[src/rtl/pipe_ctrl_pkg.sv]
// -----------------------------------------------------------------------------
// pipe_ctrl_pkg
// Shared definitions for the pipeline stall/flush sequencer.
//   state_t     : sequencer state (RUN, MEM_WAIT)
//   DEF_REG_W   : default register-index width
//   DEF_TIMEOUT : default number of tolerated consecutive memory-wait cycles
//   DEF_CNT_W   : default width of the wait counter and performance counters
// No ports (package).
// -----------------------------------------------------------------------------
package pipe_ctrl_pkg;

    typedef enum logic {
        RUN      = 1'b0,
        MEM_WAIT = 1'b1
    } state_t;

    localparam int DEF_REG_W   = 4;
    localparam int DEF_TIMEOUT = 16;
    localparam int DEF_CNT_W   = 16;

endpackage : pipe_ctrl_pkg

[src/rtl/pipeline_hazard_ctrl_hazard_detect.sv]
// -----------------------------------------------------------------------------
// hazard_detect
// Purely combinational RAW-hazard detector for the ID stage.
// Ports:
//   id_src1, id_src2      : ID-stage source register indices
//   id_uses_src1          : ID instruction reads id_src1
//   id_two_src            : ID instruction reads id_src2
//   exe_dest, exe_wb_en   : producer in EXE
//   exe_mem_r_en          : EXE producer is a load
//   mem_dest, mem_wb_en   : producer in MEM
//   forward_en            : forwarding unit active
//   hazard                : a bubble must be inserted
// -----------------------------------------------------------------------------
module hazard_detect #(
    parameter int REG_W = 4
) (
    input  logic [REG_W-1:0] id_src1,
    input  logic [REG_W-1:0] id_src2,
    input  logic             id_uses_src1,
    input  logic             id_two_src,
    input  logic [REG_W-1:0] exe_dest,
    input  logic             exe_wb_en,
    input  logic             exe_mem_r_en,
    input  logic [REG_W-1:0] mem_dest,
    input  logic             mem_wb_en,
    input  logic             forward_en,
    output logic             hazard
);

    // Producer slot 0 is EXE, slot 1 is MEM.
    logic [REG_W-1:0] w_dest [2];
    logic             w_wb   [2];
    logic             w_hit  [2];

    assign w_dest[0] = exe_dest;
    assign w_dest[1] = mem_dest;
    assign w_wb[0]   = exe_wb_en;
    assign w_wb[1]   = mem_wb_en;

    generate
        for (genvar gi = 0; gi < 2; gi++) begin : g_producer
            assign w_hit[gi] = w_wb[gi] &
                               ((id_uses_src1 & (id_src1 == w_dest[gi])) |
                                (id_two_src   & (id_src2 == w_dest[gi])));
        end
    endgenerate

    // With forwarding, only a load in EXE cannot be bypassed in time.
    assign hazard = forward_en ? (w_hit[0] & exe_mem_r_en)
                               : (w_hit[0] | w_hit[1]);

endmodule : hazard_detect

[src/rtl/pipeline_hazard_ctrl.sv]
// -----------------------------------------------------------------------------
// pipeline_hazard_ctrl
// Central stall/flush sequencer for the 5-stage pipeline (IF, ID, EXE, MEM, WB).
// Arbitrates memory-wait stalls > taken-branch flushes > RAW bubbles, owns the
// SRAM request and a wait-timeout watchdog.
// Optional feature macro: PIPE_PERF_CNT_EN (adds saturating performance
// counters perf_stall_cycles, perf_bubbles, perf_flushes).
// Ports:
//   clk, rst (async, active-high)
//   id_src1/id_src2/id_two_src/id_uses_src1 : ID-stage operand usage
//   exe_dest/exe_wb_en/exe_mem_r_en         : EXE producer
//   mem_dest/mem_wb_en                      : MEM producer
//   forward_en, branch_taken                : forwarding / branch resolution
//   mem_access, mem_ready                   : MEM-stage access and SRAM done
//   mem_req                                 : request to SRAM controller
//   pc_freeze .. mem_wb_freeze, flushes     : stage register controls
//   mem_timeout_err                         : sticky watchdog error
// -----------------------------------------------------------------------------
module pipeline_hazard_ctrl
    import pipe_ctrl_pkg::*;
#(
    parameter int REG_W   = DEF_REG_W,
    parameter int TIMEOUT = DEF_TIMEOUT,
    parameter int CNT_W   = DEF_CNT_W
) (
    input  logic             clk,
    input  logic             rst,
    input  logic [REG_W-1:0] id_src1,
    input  logic [REG_W-1:0] id_src2,
    input  logic             id_two_src,
    input  logic             id_uses_src1,
    input  logic [REG_W-1:0] exe_dest,
    input  logic             exe_wb_en,
    input  logic             exe_mem_r_en,
    input  logic [REG_W-1:0] mem_dest,
    input  logic             mem_wb_en,
    input  logic             forward_en,
    input  logic             branch_taken,
    input  logic             mem_access,
    input  logic             mem_ready,
    output logic             mem_req,
    output logic             pc_freeze,
    output logic             if_id_freeze,
    output logic             if_id_flush,
    output logic             id_exe_flush,
    output logic             id_exe_freeze,
    output logic             exe_mem_freeze,
    output logic             mem_wb_freeze,
`ifdef PIPE_PERF_CNT_EN
    output logic [CNT_W-1:0] perf_stall_cycles,
    output logic [CNT_W-1:0] perf_bubbles,
    output logic [CNT_W-1:0] perf_flushes,
`endif
    output logic             mem_timeout_err
);

    state_t           r_state;
    logic [CNT_W-1:0] r_wait_cnt;
    logic             r_timeout_err;

    logic w_hazard;
    logic w_stall_raw;
    logic w_timeout;
    logic w_stall;
    logic w_branch;
    logic w_bubble;

    hazard_detect #(
        .REG_W (REG_W)
    ) u_hazard_detect (
        .id_src1      (id_src1),
        .id_src2      (id_src2),
        .id_uses_src1 (id_uses_src1),
        .id_two_src   (id_two_src),
        .exe_dest     (exe_dest),
        .exe_wb_en    (exe_wb_en),
        .exe_mem_r_en (exe_mem_r_en),
        .mem_dest     (mem_dest),
        .mem_wb_en    (mem_wb_en),
        .forward_en   (forward_en),
        .hazard       (w_hazard)
    );

    assign w_stall_raw = mem_access & ~mem_ready;

    // The watchdog cycle abandons the access: it is treated as non-stalled so
    // the freezes drop and any pending branch/hazard is serviced normally.
    assign w_timeout = (r_state == MEM_WAIT) & w_stall_raw &
                       (r_wait_cnt == CNT_W'(TIMEOUT));
    assign w_stall   = w_stall_raw & ~w_timeout;

    // branch_taken is held stable by the frozen ID/EXE register during a stall,
    // so the single flush pulse falls out naturally in the first free cycle.
    assign w_branch  = ~w_stall & branch_taken;
    assign w_bubble  = ~w_stall & ~branch_taken & w_hazard;

    // Outputs are combinational so a stall freezes the pipe in the same cycle
    // the SRAM reports not-ready; reset forces them all low immediately.
    always_comb begin
        mem_req         = 1'b0;
        pc_freeze       = 1'b0;
        if_id_freeze    = 1'b0;
        if_id_flush     = 1'b0;
        id_exe_flush    = 1'b0;
        id_exe_freeze   = 1'b0;
        exe_mem_freeze  = 1'b0;
        mem_wb_freeze   = 1'b0;
        mem_timeout_err = 1'b0;
        if (!rst) begin
            mem_req         = mem_access;
            pc_freeze       = w_stall | w_bubble;
            if_id_freeze    = w_stall | w_bubble;
            if_id_flush     = w_branch;
            id_exe_flush    = w_branch | w_bubble;
            id_exe_freeze   = w_stall;
            exe_mem_freeze  = w_stall;
            mem_wb_freeze   = w_stall;
            mem_timeout_err = r_timeout_err | w_timeout;
        end
    end

    // Sequencer FSM with wait counter and sticky watchdog flag.
    always_ff @(posedge clk or posedge rst) begin
        if (rst) begin
            r_state       <= RUN;
            r_wait_cnt    <= '0;
            r_timeout_err <= 1'b0;
        end else begin
            if (w_timeout) begin
                r_timeout_err <= 1'b1;
                r_state       <= RUN;
                r_wait_cnt    <= '0;
            end else if (w_stall) begin
                r_state <= MEM_WAIT;
                if (r_state == RUN) begin
                    r_wait_cnt <= CNT_W'(1);
                end else begin
                    r_wait_cnt <= r_wait_cnt + CNT_W'(1);
                end
            end else begin
                // Ready, or the access was withdrawn: back to normal flow.
                r_state    <= RUN;
                r_wait_cnt <= '0;
            end
        end
    end

`ifdef PIPE_PERF_CNT_EN
    // Counter 0: stall cycles, 1: bubbles, 2: branch flush pulses.
    logic             w_perf_evt [3];
    logic [CNT_W-1:0] r_perf     [3];

    assign w_perf_evt[0] = w_stall;
    assign w_perf_evt[1] = w_bubble;
    assign w_perf_evt[2] = w_branch;

    generate
        for (genvar gi = 0; gi < 3; gi++) begin : g_perf
            always_ff @(posedge clk or posedge rst) begin
                if (rst) begin
                    r_perf[gi] <= '0;
                end else if (w_perf_evt[gi] && (r_perf[gi] != {CNT_W{1'b1}})) begin
                    r_perf[gi] <= r_perf[gi] + CNT_W'(1);
                end
            end
        end
    endgenerate

    assign perf_stall_cycles = r_perf[0];
    assign perf_bubbles      = r_perf[1];
    assign perf_flushes      = r_perf[2];
`endif

endmodule : pipeline_hazard_ctrl

[config.mk]
export PLATFORM = sky130hd
export DESIGN_NAME = pipeline_hazard_ctrl
export DESIGN_NICKNAME = d
export VERILOG_FILES = /design/src/rtl/pipe_ctrl_pkg.sv /design/src/rtl/pipeline_hazard_ctrl_hazard_detect.sv /design/src/rtl/pipeline_hazard_ctrl.sv
export SDC_FILE = /design/constraint.sdc
export NUM_CORES = 1
export LEC_CHECK = 0
export CELL_PAD_IN_SITES_DETAIL_PLACEMENT = 0
export CELL_PAD_IN_SITES_GLOBAL_PLACEMENT = 2
export CORE_MARGIN = 4
export CORE_UTILIZATION = 29
export CTS_CLUSTER_DIAMETER = 200
export DETAILED_ROUTE_END_ITERATION = 7
export GPL_ROUTABILITY_DRIVEN = 0
export PLACE_DENSITY_LB_ADDON = 0.1
export SLEW_MARGIN = 20
export SYNTH_ARGS = -nofsm -noshare
export SYNTH_HDL_FRONTEND = slang
export SYNTH_HIERARCHICAL = 1
export SYNTH_SLANG_ARGS = --single-unit
[constraint.sdc]
create_clock -name clk -period 3.7 [get_ports clk]
set_clock_uncertainty 0.1 [all_clocks]
set_input_delay 0.74 -clock clk [delete_from_list [all_inputs] [get_ports clk]]
set_output_delay 0.74 -clock clk [all_outputs]
set_load 0.02 [all_outputs]
==> summary.md, run 1 <==
| Metric | Value |
|---|---|
| Post-synth top area share | 0.3715 |
| CP delay by family, top | buffers and inverters |
| Max Clock Freq | 0.2880 GHz |
| Mapped cell area | 1212 sq um |
| Clock Power Share | 0.361 |
| Final setup TNS | 0 ps |
| Cell mode on critical path | clkdlybuf4s50_1 |
| Power Dens Cells | 267.0 nW/um^2 |
| Cell with the largest stage delay on the worst path | clkdlybuf4s50_1 |
| Leakage | 0.6694 nW |
| Core area | 4029 sq um |
| Pins Over Slew Limit | 0 |
| Int Power | 0.0003400 W |
| CP required | 2860 ps |
| RSZ-0062 raised after global routing | no |
| Post-route ant nets | 0 |
| Post-DR vias/cell | 4.742 |
| Die area | 5279 sq um |
| Max Cap Violations | 0 |
| Crit path buffers/inverters | 2 |
| Post-DR wirelength/cell | 12.42 um |
| CP Max Fanout | 2 |
| CTS Root Cell | clkbuf_8 |
| Die height | 72.66 um |
| NetSw | 0.0001037 W |
| Clock Latency Late Sink | 250 ps |
| CP Launch Type | input pin |
| Vias in the first global route | 1116 |
| Comb power frac | 0.187 |
| Setup violations, final | 0 |
| I/O Buffers | 35 |
| Crit path cell chain | clkdlybuf4s50_1 -> xor2_1 -> nor4_2 -> a31oi_1 -> nand3_1 -> nor2_1 -> nor3_2 -> clkdlybuf4s50_1 |
| VDD IR-drop max | 0.09998 mV |
| Grt total ovfl | 0 |
| Critical path type | input pin to primary output |
| Die Span X | 72.66 um |
| Yosys top cell by area | dfrtp_1 |
| Worst Setup Slack, final | 227.5 ps |
| Initial Util | 0.3009 |
| First-pass GRT wire length | 4.774 mm |
| Post-CTS setup buffers | 0 |
| Reg power frac | 0.451 |
| Synth Warn # | 6 |
| Syn avg cell area | 9.255 sq um |
| Antenna cells | 0 |
| Worst endpoint data arrival time | 2630 ps |
| Place WS | 125.8 ps |
| Share of layout cells above drive strength 1 | 0.09581 |
| Slew HR | 0.7751 |
| # clock sinks | 18 |
| Syn Nets | 160 |
| Inserted Clock Buffers | 3 |
| Switching Fraction | 0.2338 |
| Area Growth Syn to Fin | 37.05% |
| Largest net degree at the start of global routing | 16 |
| Number of DRC markers in iteration 0 | 12 |
| Final Hold Fails | 0 |
| Nets@finish | 197 |
| Period utilisation layout | 0.9385 |
| DRC violations left | 0 |
| Dpl hpwl | 2.257 mm |
| IO Pins | 36 |
| HP Class | flip-flop to flip-flop |
| Status | complete, no violations |
| CTS Hold Bufs | 0 |
| Placed cell count | 213 |
| Non-filler cells, final | 217 |
| Synth cell types | 32 |
| Top cells by area, synth | dfrtp_1 (37%), xor2_1 (12%), xnor2_1 (9.4%), nor2_1 (5.0%), nor4_1 (4.1%) |
| CTS max path bufs | 2 |
| Final wirelength | 2.696 mm |
| CTS tree | built |
| Post-synth EDFFs | 0 |
| CP peak stage delay | 630 ps |
| Post-synthesis sequential area ratio | 0.3715 |
| Yosys reg bits | 18 |
| CP endpoint kind | primary output |
| Min Tclk post-route | 3472 ps |
| Vias | 1029 |
| Mapped Cells | 131 |
| Ys flop type | dfrtp_1 |
| Total GRT Usage | 0.1145 |
| Num rows | 23 |
| Clock transition at path regs | 70 ps |
| Initial DRT Pass Iterations | 4 |
| H-Tree Level Count | 1 |
| FFs w/ async S/R, synth | 1.000 |
| Worst Tran Pin Value | 337.0 ps |
| Initial antenna violation count | 0 |
[final timing paths]
check / endpoint / start / cells after the start / slack [ps]
setup reg to reg: r_wait_cnt[14] / r_wait_cnt[0] / 6 / 1920
max in group asynchronous: r_wait_cnt[5] / rst / 3 / 2470
min in group asynchronous: r_timeout_err / rst / 3 / 890
hold / removal: r_timeout_err / r_timeout_err / 1 / 370
hold reg to reg: r_timeout_err / r_timeout_err / 1 / 370
setup / recovery: id_exe_flush / id_src1[3] / 8 / 230
[kinds of logic after synthesis]
| logic type | count (synthesis) | synth area share |
|---|---|---|
| AND/OR/NAND/NOR | 62 | 0.3075 |
| XOR/XNOR | 30 | 0.2167 |
| flip-flops | 18 | 0.3715 |
| buffers and inverters | 14 | 0.05985 |
| AO/OA/AOI/OAI | 5 | 0.02374 |
| adder cells (fa/ha/maj) | 2 | 0.02064 |
[through the flow]
step	util	cell area [sq um]	power [W]	hold WS, ps
2_1_floorplan	-	1212	0.0002402	332.7
3_3_place_gp	0.3975	1602	0.0002893	355.2
3_5_place_dp	0.3975	1602	0.0002888	358.4
4_1_cts	0.4112	1657	0.0004517	377.5
5_1_grt	0.4124	1662	0.0004698	427.0
6_report	0.4124	1662	0.0004437	373.5
[flip-flops by register name, indices dropped and copies added, names as in the netlist]
register	count
r_timeout_err	1
r_wait_cnt	16
r_state	1
[routing by layer]
layer  global-route usage  part of all wire  vias up
met5                    0                 0        -
met4              0.04303             0.018        0
met3              0.02204             0.051        5
met2               0.1914              0.48       30
met1               0.1457              0.45      478
li1                     -                 -      516
[power by group through the flow]
stage	Clock [W]	Combinational [W]	Sequential, W
after floorplan	0	0.0000367	0.000203
after global placement	0	0.0000852	0.000204
after detailed placement	0	0.0000848	0.000204
after CTS	0.000166	0.0000853	0.000200
after global routing	0.000178	0.0000910	0.000200
final	0.000160	0.0000831	0.000200
[cells in the mapped netlist (2+ instances only)]
cell type / n
buf_4: 3
nor4b_1: 3
nor2b_1: 3
nor2_2: 2
nand4_1: 5
a21oi_1: 2
ha_1: 2
inv_1: 8
dfrtp_1: 18
nand2_1: 3
xnor2_1: 13
nor4_1: 8
xor2_1: 17
and2_1: 2
nor3_1: 3
nor2_1: 16
nand3_1: 8
[timing repair]
| action | 4_1_cts | 5_1_grt |
|---|---|---|
| gates resized for setup | 0 | 2 |
| endpoints found under the setup margin | 0 | 2 |
| endpoints found under the hold margin | 0 | 0 |
[area by class of cell]
class                   instances  area [sq um]
fillers                       420          2367
multi-input cells              99         689.4
flip-flops and latches         18         450.4
repair buffers                 37         370.4
well taps                      50         62.56
clock buffers                   4         55.05
inverters                       9         33.78
[cells in the final DEF (no fill, tap or decap), drive strengths merged]
cell type      count
clkdlybuf4s50     33
o21bai             1
nand3              9
nand4              7
nor2b              3
and4               1
and2               2
a21oi              2
nand2b             1
inv                9
a31oi              1
nor4b              3
nor4               9
dfrtp             18
xnor2             13
ha                 2
dlymetal6s2s       2
clkbuf             4
nor2              18
nand2              4
nor3               4
o21ai              1
buf                2
and3               1
xor2              17
(Power assumes the default switching activity.)
==> run 2: changes to the inputs <==
--- a/config.mk
+++ b/config.mk
@@ -5,6 +5,8 @@
 export SDC_FILE = /design/constraint.sdc
 export NUM_CORES = 1
 export LEC_CHECK = 0
+export ABC_AREA = 0
+export CAP_MARGIN = 5
 export CELL_PAD_IN_SITES_DETAIL_PLACEMENT = 0
 export CELL_PAD_IN_SITES_GLOBAL_PLACEMENT = 2
 export CORE_MARGIN = 4
==> results of run 2 <==
Final layout, timing and power as in run 1 (identical DEF).
